<file path="config.mk">
export PLATFORM = sky130hd
export DESIGN_NAME = rr_arbiter_4
export DESIGN_NICKNAME = d
export VERILOG_FILES = /design/src/rtl/rr_arbiter_4.sv
export SDC_FILE = /design/constraint.sdc
export NUM_CORES = 1
export LEC_CHECK = 0
export BUFFER_PORTS_ARGS = -buffer_cell sky130_fd_sc_hd__buf_2
export CORE_UTILIZATION = 35
export DETAILED_ROUTE_END_ITERATION = 10
export HOLD_SLACK_MARGIN = 0.08
export REMOVE_ABC_BUFFERS = 1
export SYNTH_ARGS = -nofsm -noshare
export SYNTH_HDL_FRONTEND = slang
export SYNTH_SLANG_ARGS = --single-unit
</file>
<file path="constraint.sdc">
create_clock -name clk -period 3.7 [get_ports clk]
set_input_delay 0.74 -clock clk [delete_from_list [all_inputs] [get_ports clk]]
set_output_delay 0.74 -clock clk [all_outputs]
set_load 0.005 [all_outputs]
</file>
<file path="src/rtl/rr_arbiter_4.sv">
`default_nettype none
// ============================================================================
// Module   : rr_arbiter_4
// Purpose  : Four-lane round-robin arbiter. It pops one word per cycle from a
//            non-empty upstream FIFO and registers that word onto a single
//            downstream FIFO write port. It stalls while the downstream
//            FIFO is almost full.
// Ports    : clk             - system clock, rising edge
//            reset_L         - asynchronous reset, active low
//            fifo_empty[3:0] - upstream empty flags (0 = lane requesting)
//            data_in         - show-ahead data, lane i at [i*DW +: DW]
//            out_almost_full - downstream almost-full; blocks new pops
//            pop[3:0]        - one-hot/zero pop strobes (combinational)
//            push_out        - downstream write strobe (registered)
//            data_out        - downstream write data (registered)
//            state[1:0]      - 00 INIT, 01 IDLE, 10 ACTIVE, 11 PAUSED
//            words_fwd[7:0]  - forwarded-word counter, wraps mod 256
// Revision : 1.0 - initial release
// ============================================================================
module rr_arbiter_4 #(
    parameter int DATA_WIDTH = 6
) (
    input  logic                    clk,
    input  logic                    reset_L,
    input  logic [3:0]              fifo_empty,
    input  logic [4*DATA_WIDTH-1:0] data_in,
    input  logic                    out_almost_full,
    output logic [3:0]              pop,
    output logic                    push_out,
    output logic [DATA_WIDTH-1:0]   data_out,
    output logic [1:0]              state,
    output logic [7:0]              words_fwd
);

    localparam logic [1:0] c_ST_INIT   = 2'b00;
    localparam logic [1:0] c_ST_IDLE   = 2'b01;
    localparam logic [1:0] c_ST_ACTIVE = 2'b10;
    localparam logic [1:0] c_ST_PAUSED = 2'b11;

    logic [1:0]            r_state;
    logic                  r_push;
    logic [DATA_WIDTH-1:0] r_data;
    logic [7:0]            r_words;
    logic [1:0]            r_last;

    logic [3:0]            w_req;
    logic                  w_found;
    logic [1:0]            w_grant;
    logic                  w_valid;
    logic [DATA_WIDTH-1:0] w_sel;
    logic [1:0]            w_state_nxt;

    assign w_req = ~fifo_empty;

    // Search lanes last+1, last+2, last+3, last (2-bit wrap). The first hit wins.
    always_comb begin
        w_found = 1'b0;
        w_grant = r_last;
        for (int k = 1; k <= 4; k++) begin
            if (!w_found && w_req[r_last + 2'(k)]) begin
                w_found = 1'b1;
                w_grant = r_last + 2'(k);
            end
        end
    end

    // reset_L is in the qualifier so that pop drops as soon as reset is asserted.
    // The pop of an interrupted cycle is withdrawn together with its push.
    assign w_valid = w_found && !out_almost_full && reset_L && (r_state != c_ST_INIT);

    assign pop   = w_valid ? (4'b0001 << w_grant) : 4'b0000;
    assign w_sel = data_in[int'(w_grant)*DATA_WIDTH +: DATA_WIDTH];

    // A non-zero request with no valid grant outside INIT can only mean
    // that back-pressure is active.
    always_comb begin
        w_state_nxt = c_ST_IDLE;
        if (r_state == c_ST_INIT) begin
            w_state_nxt = c_ST_IDLE;
        end else if (w_valid) begin
            w_state_nxt = c_ST_ACTIVE;
        end else if (w_req != 4'b0000) begin
            w_state_nxt = c_ST_PAUSED;
        end else begin
            w_state_nxt = c_ST_IDLE;
        end
    end

    always_ff @(posedge clk or negedge reset_L) begin
        if (!reset_L) begin
            r_state <= c_ST_INIT;
            r_push  <= 1'b0;
            r_data  <= '0;
            r_words <= 8'd0;
            r_last  <= 2'd3;   // lane 0 is searched first after reset
        end else begin
            r_state <= w_state_nxt;
            r_push  <= w_valid;
            if (w_valid) begin
                r_data  <= w_sel;
                r_last  <= w_grant;
                r_words <= r_words + 8'd1;
            end
        end
    end

    assign push_out  = r_push;
    assign data_out  = r_data;
    assign state     = r_state;
    assign words_fwd = r_words;

endmodule
`default_nettype wire
</file>
; Word level (Yosys, flattened, before mapping)
; Index checks and enable logic that the tools add are counted.
; Widths: inputs -> output; s select.
[word_totals]
regBits = 19
inputBits = 31
output_inout_bits = 21
word_cells = 50
[op_classes]
order_cmp = 4
n_reduce_logical = 13
shift = 2
n_mul = 1
n_addsub = 4
mux = 20
bitwise_logic = 1
[op_table]
columns = cell, n
row1 = $shiftx 24x6->6, 1
row2 = $mux 2, 7
row3 = $lt 2x3->1 const B, 4
row4 = $add 8x1->8 const B, 1
row5 = $bmux 1 s2, 4
row6 = $mux 1, 8
row7 = $logic_and 1x1->1, 6
row8 = $add 2x2->2 const B, 2
row9 = $logic_not 1->1, 4
row10 = $mul 2x2->4 const B, 1
row11 = $mux 4, 1
row12 = $not 4->4, 1
row13 = $reduce_bool 4->1, 1
row14 = $shl 1x2->4 const A, 1
row15 = $add 2x1->2 const B, 1
row16 = $logic_not 2->1, 1
row17 = $reduce_bool 2->1, 1

; Logic depth before layout (Yosys ltp)
; Gate-level depths: netlist of run 1.
[logic_depth]
depth_word = 18
depth_mapped = 6
depth_no_buf = 6

; Worst setup path after synthesis of run 1
; OpenSTA, ideal clock, no wires.
[synth_timing]
kind = in2out
startpoint = input fifo_empty[1]
endpoint = output pop[2]
n_path_buf = 0
required_time_ns = 2.960
arrival_time_ns = 1.803
slack_ns = 1.157
path_stages = 4
cell_sequence = and4_4 > nor4b_4 > nand4_1 > nor2_1
[synth_via]
elab_chain_cells = 17
elab_cells_between_ends = 28
cone_classes = shift (1) / mux (17) / bitwise (1) / reduce/logical (9)
[synth_rtl]
columns = item, line_no
row1 = start: declaration, 25  ; input logic [3:0] fifo_empty,
row2 = $not 4->4 (*), 53  ; assign w_req = ~fifo_empty;
row3 = $bmux 1 s2, 60  ; if (!w_found && w_req[r_last + 2'(k)]) begin
row4 = $mux 1 (not written as such), 60
row5 = $mux 1, 60
row6 = $logic_not 1->1, 60
row7 = $logic_and 1x1->1, 60
row8 = $mux 1, 60
row9 = $logic_not 1->1, 60
row10 = $logic_and 1x1->1, 60
row11 = $mux 1, 60
row12 = $logic_not 1->1, 60
row13 = $logic_and 1x1->1, 60
row14 = $mux 1 (*), 60
row15 = $logic_and 1x1->1 (*) (3 in a row), 69  ; assign w_valid = w_found && !out_almost_full && reset_L && (r_state != c_ST_INIT);
row16 = named net w_valid, 49  ; logic w_valid;
row17 = $mux 4 (*), 71  ; assign pop = w_valid ? (4'b0001 << w_grant) : 4'b0000;
row18 = end: declaration, 28  ; output logic [3:0] pop,
; The timed path passes the listed nets; every way through them passes the cells marked *. The select of a mux whose other input is x is not followed.

; Worst setup path in the final report of run 1
; Ends and elaborated chain as after synthesis.

==> impl_results.html, run 1 <==
<table>
<tr><th>Metric</th><th>Value</th></tr>
<tr><th colspan="2">Clock tree</th></tr>
<tr><td>Count of H-tree levels built during CTS</td><td>1</td></tr>
<tr><td>Source-to-sink clock delay at the later pin of the worst-skew pair</td><td>0.28 ns</td></tr>
<tr><td>Total setup buffers inserted after CTS</td><td>0</td></tr>
<tr><td>TritonCTS clock tree</td><td>yes</td></tr>
<tr><td>Resize count post-CTS</td><td>0</td></tr>
<tr><td>Number of clock sinks</td><td>19</td></tr>
<tr><td>Clock root cell</td><td>clkbuf_4</td></tr>
<tr><td>Post-CTS Hold Fix Bufs</td><td>0</td></tr>
<tr><td>Clock-pin slew of the registers on the worst-case setup and hold paths</td><td>0.11 ns</td></tr>
<tr><td>TritonCTS Buffers</td><td>3</td></tr>
<tr><td>Maximum clock insertion buffer count</td><td>2</td></tr>
<tr><th colspan="2">Route</th></tr>
<tr><td>Remaining routing DRC violations</td><td>0</td></tr>
<tr><td>Detailed router's first-iteration violation count</td><td>54</td></tr>
<tr><td>Total number of vias</td><td>1025</td></tr>
<tr><td>Iteration count of the initial detailed-routing pass</td><td>4</td></tr>
<tr><td>Total routed wirelength</td><td>2530 um</td></tr>
<tr><td>Routed len/inst</td><td>12.2 um</td></tr>
<tr><td>Number of vias per cell after detailed routing</td><td>4.95</td></tr>
<tr><td>Routed Antenna Nets</td><td>0</td></tr>
<tr><th colspan="2">Finish</th></tr>
<tr><td>Synth-to-layout area growth</td><td>30.4%</td></tr>
<tr><td>Final-stage net count</td><td>196</td></tr>
<tr><td>Share of layout cells above drive strength 1</td><td>38.0%</td></tr>
<tr><td>Register area</td><td>478 um2</td></tr>
<tr><td>Number of inserted filler cells in the final layout</td><td>296</td></tr>
<tr><td>Area taken by multi-input logic gates</td><td>619 um2</td></tr>
<tr><td>Antenna cell count</td><td>0</td></tr>
<tr><td>Fin cells</td><td>207</td></tr>
<tr><th colspan="2">Logic synthesis</th></tr>
<tr><td>Number of warnings issued by yosys</td><td>0</td></tr>
<tr><td>Combined area of all synthesized cells</td><td>1110 um2</td></tr>
<tr><td>Largest area contributor in the synthesized netlist</td><td>dfrtp_1</td></tr>
<tr><td>Dominant synthesized flop cell</td><td>dfrtp_1</td></tr>
<tr><td>Post-Synthesis Cells</td><td>109</td></tr>
<tr><td>Avg Synthesized Cell Area</td><td>10.2 um2</td></tr>
<tr><td>Post-synth ARST share</td><td>100%</td></tr>
<tr><td>Top-area cell type share of the netlist area</td><td>38.4%</td></tr>
<tr><td>Flip-flop and latch count after synthesis</td><td>19</td></tr>
<tr><td>Count of flip-flops with a built-in enable after synthesis</td><td>0</td></tr>
<tr><td>Synth top area cells</td><td>dfrtp_1 38%, a21bo_1 5.4%, mux2i_1 5.4%</td></tr>
<tr><td>Distinct cell type count after synthesis</td><td>31</td></tr>
<tr><td>Leading post-synthesis cells by instance count</td><td>17 x dfrtp_1, 13 x nand2_1, 9 x nand4_1</td></tr>
<tr><td>Library cell with the highest instance count after synthesis</td><td>dfrtp_1</td></tr>
<tr><td>Sequential-to-total area share from yosys stat</td><td>43.1%</td></tr>
<tr><th colspan="2">Power and ir drop</th></tr>
<tr><td>Power per standard cell area</td><td>507 nW/um2</td></tr>
<tr><td>Static Leak</td><td>0.701 nW</td></tr>
<tr><td>Worst VDD drop</td><td>168 uV</td></tr>
<tr><th colspan="2">STA</th></tr>
<tr><td>Actual transition at the worst max-transition pin</td><td>0.959 ns</td></tr>
<tr><td>RSZ-0062 raised after global routing</td><td>no</td></tr>
<tr><td>Setup TNS</td><td>0 ns</td></tr>
<tr><td>F_max</td><td>0.332 GHz</td></tr>
<tr><td>Worst rel slew slack</td><td>35.6%</td></tr>
<tr><td>Final setup vio count</td><td>0</td></tr>
<tr><td>Hold Fails Final Rpt</td><td>0</td></tr>
<tr><td>Ratio of final minimum period to clock period</td><td>81.5%</td></tr>
<tr><td>Post-route clock skew</td><td>0.00260 ns</td></tr>
<tr><td>Max Transition Viols Final</td><td>0</td></tr>
<tr><td>Shortest clock period the worst path allows after layout</td><td>3.01 ns</td></tr>
<tr><th colspan="2">Global route</th></tr>
<tr><td>Wire length of the first global-routing pass</td><td>4060 um</td></tr>
<tr><td>Number of global-route vias before repair</td><td>884</td></tr>
<tr><td>Antenna violations before repair</td><td>0</td></tr>
<tr><td>Total congestion overflow after global routing</td><td>0</td></tr>
<tr><td>All-Layer GR Usage</td><td>15.5%</td></tr>
<tr><td>Largest net degree at the start of global routing</td><td>20</td></tr>
<tr><th colspan="2">Die</th></tr>
<tr><td>Number of ports placed on the die boundary</td><td>52</td></tr>
<tr><td>Die boundary width</td><td>58.3 um</td></tr>
<tr><td>Height of the chip</td><td>58.3 um</td></tr>
<tr><td>Initial core utilization</td><td>36.6%</td></tr>
<tr><td>DIE AREA</td><td>3400 um2</td></tr>
<tr><td>Row count</td><td>20</td></tr>
<tr><td>Core footprint</td><td>3030 um2</td></tr>
<tr><th colspan="2">Critical path</th></tr>
<tr><td>Required time of the critical path</td><td>2.96 ns</td></tr>
<tr><td>Nature of the critical path endpoint</td><td>output port</td></tr>
<tr><td>Endpoint arrival time on the critical path</td><td>2.27 ns</td></tr>
<tr><td>Type of the worst setup path</td><td>input pin to output port</td></tr>
<tr><td>Worst R2R End</td><td>data_out[5]</td></tr>
<tr><td>Largest driver fanout on the critical path</td><td>9</td></tr>
<tr><td>Worst reg-to-reg setup slack</td><td>1.74 ns</td></tr>
<tr><td>Startpoint Class</td><td>input pin</td></tr>
<tr><td>R2R cell count</td><td>5</td></tr>
<tr><td>Origin of the critical flop-to-flop path</td><td>r_last[1]</td></tr>
<tr><th colspan="2">Run status</th></tr>
<tr><td>Result of the run</td><td>complete, no violations</td></tr>
<tr><th colspan="2">Placement</th></tr>
<tr><td>Number of input and output port buffers inserted</td><td>51</td></tr>
<tr><td>Global placer's final weighted congestion</td><td>0.767</td></tr>
<tr><td>Placed insts</td><td>203</td></tr>
<tr><td>Estimated wirelength of the detail-placed design</td><td>2030 um</td></tr>
<tr><th colspan="2">Run</th></tr>
<tr><td>Reported max-cap violation count</td><td>0</td></tr>
<tr><th colspan="2">Min path</th></tr>
<tr><td>Tightest Hold Check Type</td><td>input pin to async pin</td></tr>
</table>
-- report_power, final --
part	leakage, nW	switching (W)	internal [W]
Clock	0.0150	0.0000604	0.0000418
Combinational	0.455	0.000147	0.000145
Sequential	0.231	0.0000613	0.000276
-- layout by cell type (no fill, tap or decap), types with 3 or more instances in the layout --
cell	instances
nor2_1	6
dfrtp_1	17
clkbuf_4	3
o21ai_0	3
and2_1	3
nor2b_1	3
mux2i_1	6
o211ai_1	6
nand3_1	4
nand4_1	9
o31ai_1	6
buf_2	51
a21bo_1	6
nand2_1	13
xnor2_1	6
-- area by class of cell --
class	count	area share (%)
inverters	1	0.260
repair buffers	52	18.2
flip-flops and latches	19	33.1
well taps	44	3.81
clock buffers	4	1.82
multi-input cells	87	42.9
-- sequential cells by signal, indices dropped and copies added (netlist names) --
signal / cells
state: 2
words_fwd: 8
push_out: 1
r_last: 2
data_out: 6
-- worst max-delay path by stage --
stage / cells past startpoint / startpoint / endpoint / slack [ns]
6_report: 6 / fifo_empty[1] / pop[2] / 0.69
5_1_grt: 6 / fifo_empty[1] / pop[2] / 0.49
4_1_cts: 7 / fifo_empty[1] / pop[0] / 0.67
3_5_place_dp: 7 / fifo_empty[1] / pop[0] / 0.68
3_3_place_gp: 6 / fifo_empty[1] / pop[3] / 0.71
2_1_floorplan: 5 / fifo_empty[1] / pop[0] / 1.10
-- critical path, cell delays in order --
cell	delay, ns
buf_2	0.13
and4_4	0.20
nor4b_4	0.43
nand4_1	0.45
nor2_1	0.19
buf_2	0.13
-- stage by stage --
stage                     area, um2  hold slack (ns)  util (%)  setup WS, ns  power (W)
after floorplan                1100            0.444         -          1.10   0.000514
after global placement         1420            0.458      46.9         0.713   0.000634
after detailed placement       1420            0.484      46.9         0.676   0.000638
after CTS                      1450            0.435      47.7         0.672   0.000740
after global routing           1450            0.438      47.7         0.491   0.000795
final                          1450            0.433      47.7         0.686   0.000732
-- layer usage --
layer	vias up	global-route usage (%)	part of all wire [%]
li1	516	-	-
met1	479	21.7	47
met2	28	25.5	48
met3	2	1.56	3.6
met4	0	4.08	0.91
met5	-	0	0
-- logic make-up after synthesis --
group / after synthesis / synth area share (%)
xor gates and xnor gates: 7 / 5.53
buffers and inverters: 3 / 1.02
and+or+nand+nor: 46 / 24.0
adders and majority gates: 1 / 1.13
muxes: 6 / 5.42
AOI/OAI and AO/OA: 27 / 19.8
DFF: 19 / 43.1
Note: power is estimated with default switching activity, not from simulation.
==> inputs of run 2 (changes only) <==
--- a/config.mk
+++ b/config.mk
@@ -5,6 +5,7 @@
 export SDC_FILE = /design/constraint.sdc
 export NUM_CORES = 1
 export LEC_CHECK = 0
+export ABC_AREA = 1
 export BUFFER_PORTS_ARGS = -buffer_cell sky130_fd_sc_hd__buf_2
 export CORE_UTILIZATION = 35
 export DETAILED_ROUTE_END_ITERATION = 10
==> constraint.sdc (replaced) <==
create_clock -name clk -period 2.71 [get_ports clk]
set_input_delay 0.542 -clock clk [delete_from_list [all_inputs] [get_ports clk]]
set_output_delay 0.542 -clock clk [all_outputs]
set_load 0.005 [all_outputs]
==> run 2 against run 1 <==
Net effect:
- clock-buffer cell count stayed put
- clock power is 88% higher
- non-clock buffer count is 6 higher
- critical path type is now flop to output port
- largest cell class unchanged
- highest routed layer unchanged
==> impl_results.html, run 2 <==
<table>
<tr><th>Metric</th><th>Value</th></tr>
<tr><th colspan="2">Route</th></tr>
<tr><td>Routed Antenna Nets</td><td>0 (unchanged)</td></tr>
<tr><td>Number of vias per cell after detailed routing</td><td>4.70 (was 4.95)</td></tr>
<tr><td>Routed len/inst</td><td>11.8 um (was 12.2 um)</td></tr>
<tr><td>Iteration count of the initial detailed-routing pass</td><td>4 (unchanged)</td></tr>
<tr><td>Total number of vias</td><td>1443 (was 1025)</td></tr>
<tr><td>Total routed wirelength</td><td>3610 um (was 2530 um)</td></tr>
<tr><td>Remaining routing DRC violations</td><td>0 (unchanged)</td></tr>
<tr><td>Detailed router's first-iteration violation count</td><td>89 (was 54)</td></tr>
<tr><th colspan="2">Logic synthesis</th></tr>
<tr><td>Post-synth ARST share</td><td>100% (unchanged)</td></tr>
<tr><td>Number of warnings issued by yosys</td><td>0 (unchanged)</td></tr>
<tr><td>Largest area contributor in the synthesized netlist</td><td>dfrtp_1 (unchanged)</td></tr>
<tr><td>Top-area cell type share of the netlist area</td><td>28.1% (was 38.4%)</td></tr>
<tr><td>Synth top area cells</td><td>dfrtp_1 28%, nand2_1 19%, nand3_1 8.9% (was dfrtp_1 38%, a21bo_1 5.4%, mux2i_1 5.4%)</td></tr>
<tr><td>Dominant synthesized flop cell</td><td>dfrtp_1 (unchanged)</td></tr>
<tr><td>Sequential-to-total area share from yosys stat</td><td>31.6% (was 43.1%)</td></tr>
<tr><td>Combined area of all synthesized cells</td><td>1510 um2 (was 1110 um2)</td></tr>
<tr><td>Post-Synthesis Cells</td><td>202 (was 109)</td></tr>
<tr><td>Avg Synthesized Cell Area</td><td>7.48 um2 (was 10.2 um2)</td></tr>
<tr><td>Leading post-synthesis cells by instance count</td><td>77 x nand2_1, 27 x nand3_1, 17 x dfrtp_1, 12 x nand2_2, 11 x nor2_1 (was 17 x dfrtp_1, 13 x nand2_1, 9 x nand4_1)</td></tr>
<tr><td>Library cell with the highest instance count after synthesis</td><td>nand2_1 (was dfrtp_1)</td></tr>
<tr><td>Count of flip-flops with a built-in enable after synthesis</td><td>0 (unchanged)</td></tr>
<tr><td>Distinct cell type count after synthesis</td><td>24 (was 31)</td></tr>
<tr><td>Flip-flop and latch count after synthesis</td><td>19 (unchanged)</td></tr>
<tr><th colspan="2">Critical path</th></tr>
<tr><td>Crit path top cell by count</td><td>nand2_1 (was buf_2)</td></tr>
<tr><td>Endpoint arrival time on the critical path</td><td>2.00 ns (was 2.27 ns)</td></tr>
<tr><td>Type of the worst setup path</td><td>flop to output port (was input pin to output port)</td></tr>
<tr><td>Largest delay contributor family on the critical path</td><td>simple AND/OR/NAND/NOR gates (unchanged)</td></tr>
<tr><td>Buffers and inverters on the worst path</td><td>2 (unchanged)</td></tr>
<tr><td>Delay of the slowest cell on the worst path</td><td>0.59 ns (was 0.45 ns)</td></tr>
<tr><td>Ordered list of cells on the worst path</td><td>buf_4 -&gt; nand2_2 -&gt; nand2_2 -&gt; nand2_4 -&gt; nand2_8 -&gt; nand2_1 -&gt; nand2_1 -&gt; nand2_1 -&gt; nand2_1 -&gt; nand2_2 -&gt; nor2_1 -&gt; buf_2 (was buf_2 -&gt; and4_4 -&gt; nor4b_4 -&gt; nand4_1 -&gt; nor2_1 -&gt; buf_2)</td></tr>
<tr><td>Startpoint Class</td><td>flop (was input pin)</td></tr>
<tr><td>Largest driver fanout on the critical path</td><td>9 (unchanged)</td></tr>
<tr><td>Required time of the critical path</td><td>2.17 ns (was 2.96 ns)</td></tr>
<tr><td>Nature of the critical path endpoint</td><td>output port (unchanged)</td></tr>
<tr><td>Crit-path slowest cell</td><td>dfstp_2 (was nand4_1)</td></tr>
<tr><th colspan="2">Placement</th></tr>
<tr><td>Number of input and output port buffers inserted</td><td>51 (unchanged)</td></tr>
<tr><td>Estimated wirelength of the detail-placed design</td><td>2690 um (was 2030 um)</td></tr>
<tr><td>Global placer's final weighted congestion</td><td>0.773 (was 0.767)</td></tr>
<tr><th colspan="2">STA</th></tr>
<tr><td>Actual transition at the worst max-transition pin</td><td>0.288 ns (was 0.959 ns)</td></tr>
<tr><td>RSZ-0062 raised after global routing</td><td>no (unchanged)</td></tr>
<tr><td>Hold Fails Final Rpt</td><td>0 (unchanged)</td></tr>
<tr><td>Final setup vio count</td><td>0 (unchanged)</td></tr>
<tr><td>Ratio of final minimum period to clock period</td><td>93.8%</td></tr>
<tr><td>F_max</td><td>0.393 GHz</td></tr>
<tr><td>Post-route clock skew</td><td>0.00272 ns (was 0.00260 ns)</td></tr>
<tr><td>Shortest clock period the worst path allows after layout</td><td>2.54 ns</td></tr>
<tr><td>Max Transition Viols Final</td><td>0 (unchanged)</td></tr>
<tr><td>Setup TNS</td><td>0 ns (unchanged)</td></tr>
<tr><td>Worst rel slew slack</td><td>80.7% (was 35.6%)</td></tr>
<tr><th colspan="2">Clock tree</th></tr>
<tr><td>Maximum clock insertion buffer count</td><td>2 (unchanged)</td></tr>
<tr><td>Count of H-tree levels built during CTS</td><td>1 (unchanged)</td></tr>
<tr><td>Clock root cell</td><td>clkbuf_8 (was clkbuf_4)</td></tr>
<tr><td>Source-to-sink clock delay at the later pin of the worst-skew pair</td><td>0.25 ns (was 0.28 ns)</td></tr>
<tr><td>TritonCTS clock tree</td><td>yes (unchanged)</td></tr>
<tr><td>Post-CTS Hold Fix Bufs</td><td>0 (unchanged)</td></tr>
<tr><td>TritonCTS Buffers</td><td>3 (unchanged)</td></tr>
<tr><td>Clock-pin slew of the registers on the worst-case setup and hold paths</td><td>0.07 ns (was 0.11 ns)</td></tr>
<tr><td>Number of clock sinks</td><td>19 (unchanged)</td></tr>
<tr><th colspan="2">Power and ir drop</th></tr>
<tr><td>Worst VDD drop</td><td>381 uV (was 168 uV)</td></tr>
<tr><td>Static Leak</td><td>1.06 nW (was 0.701 nW)</td></tr>
<tr><td>Power per standard cell area</td><td>1200 nW/um2 (was 507 nW/um2)</td></tr>
<tr><td>Register share of total power</td><td>22.0% (was 46.1%)</td></tr>
<tr><td>Internal portion of total power</td><td>0.00105 W (was 0.000463 W)</td></tr>
<tr><td>Sw Share</td><td>52.6% (was 36.7%)</td></tr>
<tr><td>P_sw</td><td>0.00116 W (was 0.000269 W)</td></tr>
<tr><td>Clock share of power</td><td>8.7% (was 14.0%)</td></tr>
<tr><td>Combinational group share of total power</td><td>69.3% (was 39.9%)</td></tr>
<tr><th colspan="2">Finish</th></tr>
<tr><td>Commonest cells after routing, fill and taps aside</td><td>77 x nand2_1, 51 x buf_2, 27 x nand3_1 (was 51 x buf_2, 17 x dfrtp_1, 13 x nand2_1)</td></tr>
<tr><td>Synth-to-layout area growth</td><td>22.2% (was 30.4%)</td></tr>
<tr><td>Antenna cell count</td><td>0 (unchanged)</td></tr>
<tr><td>Flip-flop count of the largest register, all copies and words added</td><td>8 (unchanged)</td></tr>
<tr><td>Utilization after layout</td><td>45.2% (was 47.7%)</td></tr>
<tr><td>Most frequent standard cell in the layout excluding fill and tap cells</td><td>nand2_1 (was buf_2)</td></tr>
<tr><td>Final-stage net count</td><td>290 (was 196)</td></tr>
<tr><td>Share of layout cells above drive strength 1</td><td>38.5% (was 38.0%)</td></tr>
<tr><td>Number of inserted filler cells in the final layout</td><td>425 (was 296)</td></tr>
<tr><th colspan="2">Die</th></tr>
<tr><td>Die boundary width</td><td>67.7 um (was 58.3 um)</td></tr>
<tr><td>Number of ports placed on the die boundary</td><td>52 (unchanged)</td></tr>
<tr><td>Core footprint</td><td>4090 um2 (was 3030 um2)</td></tr>
<tr><td>Row count</td><td>23 (was 20)</td></tr>
<tr><td>Height of the chip</td><td>67.7 um (was 58.3 um)</td></tr>
<tr><td>DIE AREA</td><td>4590 um2 (was 3400 um2)</td></tr>
<tr><td>Initial core utilization</td><td>37.0% (was 36.6%)</td></tr>
<tr><th colspan="2">Run status</th></tr>
<tr><td>Result of the run</td><td>complete, no violations (unchanged)</td></tr>
<tr><th colspan="2">Global route</th></tr>
<tr><td>Number of global-route vias before repair</td><td>1313 (was 884)</td></tr>
<tr><td>Antenna violations before repair</td><td>0 (unchanged)</td></tr>
<tr><td>Total congestion overflow after global routing</td><td>0 (unchanged)</td></tr>
<tr><td>All-Layer GR Usage</td><td>16.7% (was 15.5%)</td></tr>
<tr><td>Wire length of the first global-routing pass</td><td>5840 um (was 4060 um)</td></tr>
<tr><td>Largest net degree at the start of global routing</td><td>20 (unchanged)</td></tr>
<tr><th colspan="2">Run</th></tr>
<tr><td>Reported max-cap violation count</td><td>0 (unchanged)</td></tr>
<tr><th colspan="2">Min path</th></tr>
<tr><td>Tightest Hold Check Type</td><td>input pin to async pin (unchanged)</td></tr>
</table>
## run 2: cell count changes after synthesis, moves of 5 or more
cell | before | now
nand4_1 | 9 | 3
a21bo_1 | 6 | 0
inv_1 | 0 | 10
nand3_2 | 0 | 9
nand2_4 | 0 | 10
mux2i_1 | 6 | 0
o211ai_1 | 6 | 0
nand3_1 | 4 | 27
nand2_1 | 13 | 77
nor2_1 | 6 | 11
o31ai_1 | 6 | 0
nand2_2 | 0 | 12
## run 2: final cells by class
type / count / area (um2) / share of cell area (%)
clock buffers: 4 / 45.0 / 2.44
inverters: 12 / 45.0 / 2.44
multi-input cells: 164 / 908 / 49.2
repair buffers: 58 / 308 / 16.7
well taps: 50 / 62.6 / 3.39
flip-flops and latches: 19 / 478 / 25.9
## run 2: kinds of logic after synthesis
family	share of synthesized area [%]
and+or+nand+nor	54.2
buffers and inverters	8.28
DFF	31.6
xor gates and xnor gates	4.06
AOI/OAI and AO/OA	0.993
adders and majority gates	0.828
## run 2: power groups by stage
stage / Clock [W] / Sequential [W] / Combinational (W)
after CTS: 0.000198 / 0.000500 / 0.00150
after global routing: 0.000210 / 0.000499 / 0.00172
after global placement: 0 / 0.000503 / 0.00148
after detailed placement: 0 / 0.000504 / 0.00149
final: 0.000192 / 0.000486 / 0.00153
after floorplan: 0 / 0.000495 / 0.00111
## run 2: final timing paths
kind                              from            to  slack, ns  cells past startpoint
max in group asynchronous      reset_L     r_last[0]       2.20                      2
max reg2reg                  r_last[0]   data_out[0]       0.75                     15
max                          r_last[0]        pop[3]       0.17                     12
min                            reset_L  words_fwd[2]       0.25                      2
min reg2reg                data_out[1]   data_out[1]       0.48                      2
min in group clk           data_out[1]   data_out[1]       0.48                      2
## run 2: per-stage QoR
stage / cell area [um2] / std cells / worst slack [ns] / total power (W) / hold WS (ns)
2_1_floorplan: 1430 / 195 / 0.479 / 0.00160 / 0.246
3_3_place_gp: 1790 / 301 / 0.336 / 0.00199 / 0.455
3_5_place_dp: 1790 / 301 / 0.339 / 0.00200 / 0.461
4_1_cts: 1830 / 305 / 0.0614 / 0.00220 / 0.262
5_1_grt: 1850 / 307 / 0.0224 / 0.00242 / 0.270
6_report: 1850 / 307 / 0.167 / 0.00221 / 0.254
## run 2: timing repair
item,in CTS,in global routing
gates resized for setup,0,0
endpoints found under the setup margin,0,4
buffers inserted,0,2
## run 2: metal layers
layer  GRT usage [%]  vias to the layer above  part of all wire, %
met2            26.9                       44                   46
met4            2.39                        0                 0.69
li1                -                      748                    -
met1            23.4                      647                   48
met5               0                        -                    0
met3            3.04                        4                  5.2
